### src/rtl/uart_baud_gen_pkg.sv
// Shared constants and the {int, frac} divisor record for the UART baud generator.
package uart_baud_pkg;

  localparam int FRAC_W    = 4;
  localparam int DEF_DIV_C = 338;
  localparam int DIV_W_C   = 16;

  typedef struct packed {
    logic [DIV_W_C-1:0] div_int;
    logic [FRAC_W-1:0]  div_frac;
  } baud_div_t;

endpackage

### src/rtl/uart_baud_gen_if.sv
// Configuration/enable inputs and strobe outputs of the baud generator.
interface uart_baud_gen_if
  import uart_baud_pkg::*;
#(
  parameter int DIV_W = 16
);

  logic [DIV_W-1:0]  baud_div;
  logic [FRAC_W-1:0] baud_frac;
  logic              cfg_ld;
  logic              tx_bps_en;
  logic              rx_bps_en;
  logic              rx_resync;
  logic              tx_bpsclk;
  logic              rx_bpsclk;
  logic              rx_os_tick;

  modport master (
    output baud_div, baud_frac, cfg_ld, tx_bps_en, rx_bps_en, rx_resync,
    input  tx_bpsclk, rx_bpsclk, rx_os_tick
  );

  modport slave (
    input  baud_div, baud_frac, cfg_ld, tx_bps_en, rx_bps_en, rx_resync,
    output tx_bpsclk, rx_bpsclk, rx_os_tick
  );

endinterface

### src/rtl/uart_baud_gen_chan.sv
// One baud channel (prescaler, oversample counter, optional UART_BAUD_FRAC_EN accumulator);
// strobes decode registered state with zero latency; no backpressure.
module uart_baud_chan
  import uart_baud_pkg::*;
#(
  parameter int        DIV_W   = 16,
  parameter int        OSR     = 16,
  parameter bit        MID_SEL = 1'b0,
  parameter baud_div_t DEF_VAL = '0
) (
  input  logic      clk26m,
  input  logic      rst26m_,
  input  logic      en_i,
  input  logic      resync_i,
  input  baud_div_t shadow_i,
  output logic      tick_o,
  output logic      bps_o
);

  localparam int              OS_W    = $clog2(OSR);
  localparam logic [OS_W-1:0] OS_LAST = OS_W'(OSR - 1);
  localparam logic [OS_W-1:0] OS_STRB = MID_SEL ? OS_W'(OSR / 2 - 1) : OS_LAST;

  logic [DIV_W:0]  presc_q, presc_d, period;
  logic [OS_W-1:0] os_q, os_d;
  baud_div_t       act_q, act_d;
  logic            tick;

`ifdef UART_BAUD_FRAC_EN
  logic [FRAC_W-1:0] acc_q, acc_d;
  logic              carry_q, carry_d;
  assign period = (DIV_W+1)'(act_q.div_int) + (DIV_W+1)'(carry_q);
`else
  logic unused_frac;
  assign unused_frac = ^act_q.div_frac;
  assign period      = (DIV_W+1)'(act_q.div_int);
`endif

  // Reset gates the decode so a mid-bit reset kills any strobe immediately.
  assign tick   = rst26m_ && en_i && !resync_i && (presc_q == period);
  assign tick_o = tick;
  assign bps_o  = tick && (os_q == OS_STRB);

  always_comb begin
    presc_d = presc_q + {{DIV_W{1'b0}}, 1'b1};
    os_d    = os_q;
    act_d   = act_q;
`ifdef UART_BAUD_FRAC_EN
    acc_d   = acc_q;
    carry_d = carry_q;
`endif
    if (!en_i || resync_i) begin
      presc_d = '0;
      os_d    = '0;
      if (!en_i) act_d = shadow_i;
`ifdef UART_BAUD_FRAC_EN
      acc_d   = '0;
      carry_d = 1'b0;
`endif
    end else if (tick) begin
      presc_d = '0;
      os_d    = os_q + OS_W'(1);
`ifdef UART_BAUD_FRAC_EN
      {carry_d, acc_d} = {1'b0, acc_q} + {1'b0, act_q.div_frac};
`endif
      // Divisor swaps only at the bit boundary so a bit never changes length midway.
      if (os_q == OS_LAST) act_d = shadow_i;
    end
  end

  always_ff @(posedge clk26m or negedge rst26m_) begin
    if (!rst26m_) begin
      presc_q <= '0;
      os_q    <= '0;
      act_q   <= DEF_VAL;
`ifdef UART_BAUD_FRAC_EN
      acc_q   <= '0;
      carry_q <= 1'b0;
`endif
    end else begin
      presc_q <= presc_d;
      os_q    <= os_d;
      act_q   <= act_d;
`ifdef UART_BAUD_FRAC_EN
      acc_q   <= acc_d;
      carry_q <= carry_d;
`endif
    end
  end

endmodule

### src/rtl/uart_baud_gen.sv
// UART baud generator: shadow divisor plus independent tx/rx channels; fractional
// divisor only with UART_BAUD_FRAC_EN. Strobes are zero-latency one-cycle pulses, no backpressure.
module uart_baud_gen
  import uart_baud_pkg::*;
#(
  parameter int DIV_W   = 16,
  parameter int OSR     = 16,
  parameter int DEF_DIV = DEF_DIV_C
) (
  input  logic            clk26m,
  input  logic            rst26m_,
  uart_baud_gen_if.slave  bus
);

  localparam baud_div_t DEF_SHADOW = baud_div_t'({DIV_W_C'(DEF_DIV), FRAC_W'(0)});

  baud_div_t shadow_q, shadow_d;
  logic      unused_tx_tick;

  always_comb begin
    shadow_d = shadow_q;
    if (bus.cfg_ld) begin
      shadow_d.div_int  = DIV_W_C'(bus.baud_div);
`ifdef UART_BAUD_FRAC_EN
      shadow_d.div_frac = bus.baud_frac;
`else
      shadow_d.div_frac = '0;
`endif
    end
  end

`ifndef UART_BAUD_FRAC_EN
  logic unused_frac;
  assign unused_frac = ^bus.baud_frac;
`endif

  always_ff @(posedge clk26m or negedge rst26m_) begin
    if (!rst26m_) shadow_q <= DEF_SHADOW;
    else          shadow_q <= shadow_d;
  end

  uart_baud_chan #(
    .DIV_W(DIV_W), .OSR(OSR), .MID_SEL(1'b0), .DEF_VAL(DEF_SHADOW)
  ) u_tx (
    .clk26m   (clk26m),
    .rst26m_  (rst26m_),
    .en_i     (bus.tx_bps_en),
    .resync_i (1'b0),
    .shadow_i (shadow_q),
    .tick_o   (unused_tx_tick),
    .bps_o    (bus.tx_bpsclk)
  );

  uart_baud_chan #(
    .DIV_W(DIV_W), .OSR(OSR), .MID_SEL(1'b1), .DEF_VAL(DEF_SHADOW)
  ) u_rx (
    .clk26m   (clk26m),
    .rst26m_  (rst26m_),
    .en_i     (bus.rx_bps_en),
    .resync_i (bus.rx_resync),
    .shadow_i (shadow_q),
    .tick_o   (bus.rx_os_tick),
    .bps_o    (bus.rx_bpsclk)
  );

endmodule
### src/flat_wrapper.sv
// flat-port wrapper written by rule: the top's interface ports become plain ports
module uart_baud_gen_flat import uart_baud_pkg::*;
#(
  parameter int DIV_W   = 16,
  parameter int OSR     = 16,
  parameter int DEF_DIV = DEF_DIV_C
)
  (clk26m, rst26m_, bus_baud_div, bus_baud_frac, bus_cfg_ld, bus_tx_bps_en, bus_rx_bps_en, bus_rx_resync, bus_tx_bpsclk, bus_rx_bpsclk, bus_rx_os_tick);
  uart_baud_gen_if #(.DIV_W(DIV_W)) bus_i ();
  input  logic clk26m;
  input  logic rst26m_;
  input wire logic [$bits(bus_i.baud_div)-1:0] bus_baud_div;
  input wire logic [$bits(bus_i.baud_frac)-1:0] bus_baud_frac;
  input wire logic [$bits(bus_i.cfg_ld)-1:0] bus_cfg_ld;
  input wire logic [$bits(bus_i.tx_bps_en)-1:0] bus_tx_bps_en;
  input wire logic [$bits(bus_i.rx_bps_en)-1:0] bus_rx_bps_en;
  input wire logic [$bits(bus_i.rx_resync)-1:0] bus_rx_resync;
  output wire logic [$bits(bus_i.tx_bpsclk)-1:0] bus_tx_bpsclk;
  output wire logic [$bits(bus_i.rx_bpsclk)-1:0] bus_rx_bpsclk;
  output wire logic [$bits(bus_i.rx_os_tick)-1:0] bus_rx_os_tick;
  assign bus_i.baud_div = bus_baud_div;
  assign bus_i.baud_frac = bus_baud_frac;
  assign bus_i.cfg_ld = bus_cfg_ld;
  assign bus_i.tx_bps_en = bus_tx_bps_en;
  assign bus_i.rx_bps_en = bus_rx_bps_en;
  assign bus_i.rx_resync = bus_rx_resync;
  assign bus_tx_bpsclk = bus_i.tx_bpsclk;
  assign bus_rx_bpsclk = bus_i.rx_bpsclk;
  assign bus_rx_os_tick = bus_i.rx_os_tick;
  uart_baud_gen #(.DIV_W(DIV_W), .OSR(OSR), .DEF_DIV(DEF_DIV)) u_core (.clk26m(clk26m), .rst26m_(rst26m_), .bus(bus_i));
endmodule
### config.mk
export PLATFORM = sky130hd
export DESIGN_NAME = uart_baud_gen_flat
export DESIGN_NICKNAME = d
export VERILOG_FILES = /design/src/rtl/uart_baud_gen_pkg.sv /design/src/rtl/uart_baud_gen_if.sv /design/src/rtl/uart_baud_gen_chan.sv /design/src/rtl/uart_baud_gen.sv /design/src/flat_wrapper.sv
export SDC_FILE = /design/constraint.sdc
export NUM_CORES = 1
export LEC_CHECK = 0
export ABC_AREA = 0
export BUFFER_PORTS_ARGS = -buffer_cell sky130_fd_sc_hd__buf_2
export CAP_MARGIN = 20
export CELL_PAD_IN_SITES_DETAIL_PLACEMENT = 0
export CELL_PAD_IN_SITES_GLOBAL_PLACEMENT = 1
export CORE_UTILIZATION = 45
export DETAILED_ROUTE_END_ITERATION = 8
export PLACE_DENSITY = 0.71
export SETUP_SLACK_MARGIN = 0.5
export SLEW_MARGIN = 30
export SYNTH_ARGS = -nofsm -noshare
export SYNTH_HDL_FRONTEND = slang
export SYNTH_SLANG_ARGS = --single-unit
### constraint.sdc
create_clock -name clk26m -period 3.4 [get_ports clk26m]
set_clock_uncertainty 0.2 [all_clocks]
set_input_delay 0.34 -clock clk26m [delete_from_list [all_inputs] [get_ports clk26m]]
set_output_delay 0.34 -clock clk26m [all_outputs]
set_load 0.05 [all_outputs]
==> run summary, run 1 <==
For the total power, the log shows 2.21 mW. Root cell of the clock tree: clkbuf_8. The total power divided by cell area came out at 461 nW/µm². Cell type with the largest total area after synthesis: dfrtp_1. The analysis attributes to cell leakage a power of 2.13 nW.

The mean number of vias per cell works out to 5.16. The tools report the clock buffer count from CTS as 9. In this run, placement finished with an instance count of 482. The tools report the number of sinks on the clock net as 90.

The largest single stage delay on the critical path is 0.46 ns. Prior to clock tree synthesis, the placed netlist has a worst setup slack of 0.774 ns. TritonCTS built the clock tree.

The logs give 9200 µm² for the area of the core and 380 for the net count after synthesis. The smallest setup slack after layout was 0.606 ns; the area enclosed by the die boundary was 9830 µm². Initial cell density of the core: 0.462. The proportion of layout cells with a drive suffix above 1 came out at 0.294. The placement row count is 35, and the width of the die is 99.1 µm. The part of the cycle the worst path needs was 0.822; the normalized max-slew margin was 0.574.

The finished layout holds 506 standard cells, fillers aside. The logs give 0.558 for the fraction of power consumed by sequential logic and 0 for the count of synthesis-stage warnings from yosys. For the count of final hold-check violations, the log shows 0. The number of global-route vias before repair is 2632, and the highest clock rate is 358 MHz. The synthesized netlist occupies a cell area of 4250 µm². The run gives 47 as the largest net degree at the start of global routing. The worst setup path is of the flop to output pin kind.

The area taken by flip-flops and latches is 2270 µm², and the clock tree buffer depth is 2. Routability-driven placement finished with a final weighted congestion of 0.852. The top-area cell type share of the netlist area came out at 0.460. Summed over all layers, the routed wires come to 7.98 mm.

The highest-delay cell along the critical path is dfrtp_1. The library cell used most frequently in the layout, excluding fill and tap cells, is dfrtp_1. The run gives 4510 µm² as the area after detailed placement. The sequential fraction of the synthesis area is 0.534. The share of total power in combinational logic was 0.107; the die outline height was 99.1 µm. The flow ran to the end, and the final reports show no timing, DRC or antenna violations. On the final layout, the worst hold slack is 0.0168 ns. The synthesized netlist contains 38 unique library cells. STA puts the critical path data required time at 2.86 ns.

The placed wire-length estimate after detailed placement was 5.71 mm; the number of inserted filler cells in the final layout was 843. The average detailed-routed wire length per instance is 15.8 µm. By area the synthesized netlist is led by dfrtp_1 (46%), mux2_2 (10%), xor2_1 (9.7%), dfstp_2 (7.4%), mux2_4 (3.5%). Number of max-slew violations in the final report: 0. Before antenna repair, the detailed router went through 4 iterations. The tools report the worst ir drop on vdd as 0.000329 V. The run gives 2609 as the vias after detailed routing. After technology mapping, the gate count stands at 350. The overall routing resource usage is 0.178, and the post-CTS clock slew at the launch and capture registers of the worst setup and hold paths is 0.09 ns.

The signal arrival time at the worst endpoint is 2.25 ns. The count of buffers from port buffering is 24, and the minimum period implied by the final worst setup slack is 2.79 ns. The internal portion of the total power is 1.66 mW. Net switching fraction of the power: 0.249. The average size of a mapped cell is 12.1 µm². Synthesis inferred 90 register bits. The run gives 0.335 as the part of the power in the clock network. The critical path goes through xor2_1 -> nor4_2 -> nand4_2 -> or2_2 -> nor3_2 -> buf_4. In this run the remaining antenna-violating nets after routing total 0. During I/O placement, the number of pins put on the boundary was 29. Setup violations remaining at the end of the flow were counted as 0. The initial antenna violation count was 0; the biggest fanout along the worst timing path was 6. Max-cap violations in this run came to 0. The top cell types in the final layout, fill and taps aside, are dfrtp_1 (78), xor2_1 (47), nor2_1 (40). The worst setup path is launched from a flop. The pin slew with the least headroom to its limit was 0.633 ns; the antenna diode count was 0.

The worst setup path is captured at an output pin. The total overflow left after global routing is 0. The first global-routing pass estimated 13.4 mm of wire. The DRC violation count after routing came out at 0. For the depth of the CTS H-tree, the log shows 3. Area of all placed cells without fillers: 4790 µm².

Area of the multi-input gates: 1890 µm². The detailed router finished its first iteration with 95 violations. Compared with the post-synthesis result, the final layout area differs by 12.8%. Setup repair after global routing left no endpoint under its margin. Summed over all nets, the switching power comes to 551 µW. The sum of negative setup slack was 0 ns; the net count reported at finish was 420.

At the later pin of the worst-skew pair, clock insertion delay measures 0.36 ns. The fraction of the core area covered by cells at the end of the flow is 0.521. The worst hold path belongs to the class primary input to flop.
[power by group through the flow]
stage	combinational (mW)	sequential [mW]	clock [mW]
6_report	0.236	1.23	0.739
3_3_place_gp	0.228	1.25	0
3_5_place_dp	0.233	1.25	0
2_1_floorplan	0.166	1.23	0
5_1_grt	0.260	1.24	0.807
4_1_cts	0.240	1.23	0.761
[worst max-delay path, delay by kind of cell, from the launching register on]
kind / cells / cell delay (ns)
flops: 1 / 0.46
buf+inv: 1 / 0.21
xor+xnor: 1 / 0.18
simple gates: 4 / 1.04
[per-layer routing]
layer	share of wire	global-route usage	up-vias	wire [µm]
li1	-	-	1277	-
met1	0.47	0.237	1280	3730
met2	0.49	0.288	40	3870
met3	0.031	0.0464	12	245
met4	0.017	0.0566	0	137
met5	0	0	-	0
[sequential cells by signal, indices dropped and copies added, names as in the netlist]
register,count
u_core.u_rx.act_q,16
u_core.u_rx.presc_q,17
u_core.u_rx.os_q,4
u_core.shadow_q,16
u_core.u_tx.act_q,16
u_core.u_tx.presc_q,17
u_core.u_tx.os_q,4
[layout make-up]
class | count | share of cell area
clock inverter | 6 | 0.0136
sequential | 90 | 0.473
tap | 111 | 0.0290
inverter | 11 | 0.00862
clock buffer | 10 | 0.0287
multi-input combinational | 240 | 0.395
timing repair buffer | 38 | 0.0517
[worst paths after layout]
kind,to,slack [ns],depth (start not counted),from
worst min-delay path,u_core.shadow_q[19],0.02,2,bus_baud_div[15]
worst min register to register,u_core.u_rx.os_q[0],0.32,1,u_core.u_rx.os_q[0]
max in group asynchronous,u_core.u_tx.presc_q[3],1.53,4,rst26m_
worst max register to register,u_core.u_rx.act_q[9],0.75,7,u_core.u_rx.presc_q[7]
min in group asynchronous,u_core.u_rx.presc_q[4],0.46,3,rst26m_
worst max-delay path,bus_rx_bpsclk,0.61,6,u_core.u_rx.presc_q[7]
[timing repair]
item,in CTS,in global routing
gates resized for setup,1,0
buffers inserted,1,0
hold endpoints to repair,46,1
setup endpoints to repair,2,0
hold buffers,6,1
[cells by family after synthesis]
| group | count (synthesis) | share of synthesized area |
|---|---|---|
| adders and majority gates | 4 | 0.0118 |
| DFF | 90 | 0.534 |
| AOI/OAI and AO/OA | 11 | 0.0251 |
| muxes | 52 | 0.146 |
| buffers and inverters | 20 | 0.0215 |
| xor gates and xnor gates | 63 | 0.130 |
| and+or+nand+nor | 110 | 0.132 |
[cells in the mapped netlist (all sizes together)]
library cell and instances:
o22ai 1, nand2b 3, nand4b 1, o41ai 1, inv 11, a21oi 2, and3 4, ha 4
or2 3, or4 2, nor4 9, nand3b 1, nor2 40, xnor2 16, nand3 19, clkbuf 6
o31ai 3, mux2 48, nor2b 1, nor4b 2, and4 1, dfstp 12, buf 3, nor3 5
nand2 12, dfrtp 78, o21ai 3, a2111o 1, xor2 47, nand4 7, mux2i 4
Note: power is estimated with default switching activity, not from simulation.
==> run 2: changes to the inputs <==
clock period = 2.7 ns   (was 3.4 ns; I/O delays follow)
==> run summary, run 2 (same netlist as run 1, synthesis figures left out) <==
The flow ran to the end, and the final reports show no timing, DRC or antenna violations. The slowest stage of the critical path belongs to the cell dfrtp_2. In the routed layout, each cell is associated on average with a via count of 5.09. The run gives 0 as the initial antenna violation count. After the first detailed-routing iteration, the DRC count stood at 110. The net count of the finished layout is 460. The part of the cycle the worst path needs was 0.924. In this run the deepest clock path goes through 2 buffers. After routing the design area is 5410 µm². The total overflow left after global routing is 0. In this run the register-to-register setup slack is 0.23 ns. Traced cell by cell, the critical path runs through xor2_1 -> nor4_2 -> nand4_2 -> or2_4 -> nor3_4 -> buf_6. The number of max-slew violations in the final report is 0, and the minimum period implied by the final worst setup slack is 2.50 ns. Setup repair after global routing could not meet its margin everywhere. After floorplanning, the core was divided into 35 placement rows. The logs give 2.44 nW for the static leakage and 3 for the depth of the CTS H-tree. The kind of cell adding the most delay to the critical path was simple AND/OR/NAND/NOR gates. The number of antenna diodes in the final layout is 0.

The floorplan step set the die height to 99.1 µm. The fraction of power consumed by sequential logic came out at 0.537. CTS saw 90 sinks. The final setup violation count was 0; the switching power of the nets was 746 µW. The clock buffer count from CTS was 9; the area enclosed by the die boundary was 9830 µm². The width of the die is 99.1 µm. Wires add up to 9.00 mm. The tools report the launch instance of the worst register-to-register path as u_core.u_rx.presc_q[7]. The pre-antenna-repair detailed-routing pass consisted of 4 iterations. The signal arrival time at the worst endpoint is 2.03 ns, and the sum of negative setup slack is 0 ns.

For this run, the top clock speed supported by timing is 401 MHz. In the layout the commonest cells are dfrtp_1 (72), xor2_1 (45), nor2_1 (40). The area of the core was 9200 µm². The post-CTS clock slew at the launch and capture registers of the worst setup and hold paths was 0.09 ns; the part of the power in the clock network was 0.323. For the area after detailed placement, the log shows 4610 µm². The worst hold-check path type was primary input to flop. The overall routing resource usage was 0.194.

For this design the ratio of total power to cell area is 536 nW/µm². TritonCTS built the clock tree. Measured in cells, the most critical reg-to-reg path has a length of 8. The net switching fraction of the power is 0.257. The first global-routing pass estimated 14.6 mm of wire.

The sort of element at the start of the critical path is a flop. For the initial cell density of the core, the log shows 0.462. The placed wire-length estimate after detailed placement was 5.64 mm. 29 I/O pins were placed. The buffers plus inverters on the worst setup path came out at 1. The total power is 2.90 mW. Leaving out fill and tap cells, the most frequent cell in the layout is dfrtp_1. Vias after detailed routing: 2781. The pin slew with the least headroom to its limit was 0.681 ns. The worst hold path terminates at u_core.u_tx.os_q[1]. The worst ir drop on vdd was 0.000336 V; the count of max-cap constraint violations was 0.

The type of the setup path with the least slack is flop to output pin. At the end of routability-driven placement, the weighted congestion stood at 0.799. The count of final hold-check violations is 0, and the biggest fanout along the worst timing path is 3. The average detailed-routed wire length per instance is 16.5 µm, and the DRC violation count after routing is 0. The number of nets still failing antenna checks after routing came out at 0.

The startpoint identified for the worst hold timing path is bus_tx_bps_en. The share of total power in combinational logic was 0.140. The run gives 0.36 ns as the clock latency on the worst-skew pair. The worst register-to-register path ends at u_core.u_rx.act_q[16]. The normalized max-slew margin is 0.546, and the number of global-route vias before repair is 2875. For the data required time at the worst endpoint, the log shows 2.23 ns. The cell sitting at the root of the clock tree is a clkbuf_8.

Entering global routing, the biggest net connects 77 pins. The largest registers in the layout are u_core.u_rx.presc_q: 17 flops, u_core.u_tx.presc_q: 17 flops. The proportion of layout cells with a drive suffix above 1 is 0.379, and the signed area change from the synthesized netlist to the final layout is 27.5%. The worst setup path is captured at an output pin. For this run, the slowest stage of the critical path takes 0.43 ns. The cell internal power dissipation was 2.16 mW; the count of buffers from port buffering was 24. The cell depth of the worst hold path was 3.
## run 2: area by class of cell
type                            count  area (µm²)
Clock buffer                       10         138
Clock inverter                      6        66.3
Fill cell                         761        3780
Inverter                           11        41.3
Multi-Input combinational cell    240        2070
Sequential cell                    90        2270
Tap cell                          111         139
Timing Repair Buffer               78         684
## run 2: what timing repair did
item / in CTS / in global routing
setup endpoints to repair: 54 / 70
resized for setup: 18 / 26
pin swaps: 11 / 9
setup buffers: 12 / 14
cloned: 1 / 2
hold endpoints to repair: 30 / 65
hold buffers: 17 / 1
## run 2: through the flow
| stage | util | std cells | hold slack [ns] | worst slack (ns) |
|---|---|---|---|---|
| after CTS | 0.561 | 529 | 0.0227 | 0.153 |
| after floorplan | - | 350 | -0.226 | 0.232 |
| after global placement | 0.501 | 483 | -0.0494 | 0.225 |
| after global routing | 0.589 | 546 | 0.0337 | 0.0748 |
| after detailed placement | 0.501 | 483 | -0.0453 | 0.215 |
| final | 0.589 | 546 | 0.0427 | 0.204 |
## run 2: worst reg2reg max path, delay by kind of cell, from the launching register on
| family | cells | cell delay, ns |
|---|---|---|
| AO/OA/AOI/OAI | 1 | 0.20 |
| XOR/XNOR | 1 | 0.15 |
| buffers and inverters | 3 | 0.57 |
| flip-flops | 1 | 0.43 |
| multiplexers | 1 | 0.30 |
| AND/OR/NAND/NOR | 2 | 0.51 |
## run 2: power by group through the flow
stage / clock network, mW / logic (mW) / registers (mW)
final: 0.936 / 0.407 / 1.56
after global routing: 1.03 / 0.444 / 1.58
after CTS: 0.963 / 0.360 / 1.56
after detailed placement: 0 / 0.317 / 1.59
after global placement: 0 / 0.311 / 1.58
after floorplan: 0 / 0.230 / 1.55
## run 2: worst max-delay path by stage
stage | end | cells past startpoint | slack, ns | start
after floorplan | bus_rx_bpsclk | 6 | 0.23 | u_core.u_rx.act_q[8]
after global placement | bus_rx_bpsclk | 6 | 0.23 | u_core.u_rx.presc_q[7]
after detailed placement | bus_rx_bpsclk | 6 | 0.22 | u_core.u_rx.presc_q[7]
after CTS | bus_rx_bpsclk | 6 | 0.15 | u_core.u_rx.act_q[10]
after global routing | bus_rx_bpsclk | 6 | 0.07 | u_core.u_rx.presc_q[7]
final | bus_rx_bpsclk | 6 | 0.20 | u_core.u_rx.presc_q[7]
## run 2: routing by layer
| layer | track usage | wire length, µm | vias up |
|---|---|---|---|
| li1 | - | - | 1356 |
| met1 | 0.291 | 4520 | 1376 |
| met2 | 0.285 | 4120 | 41 |
| met3 | 0.0337 | 243 | 8 |
| met4 | 0.0679 | 121 | 0 |
| met5 | 0 | 0 | - |
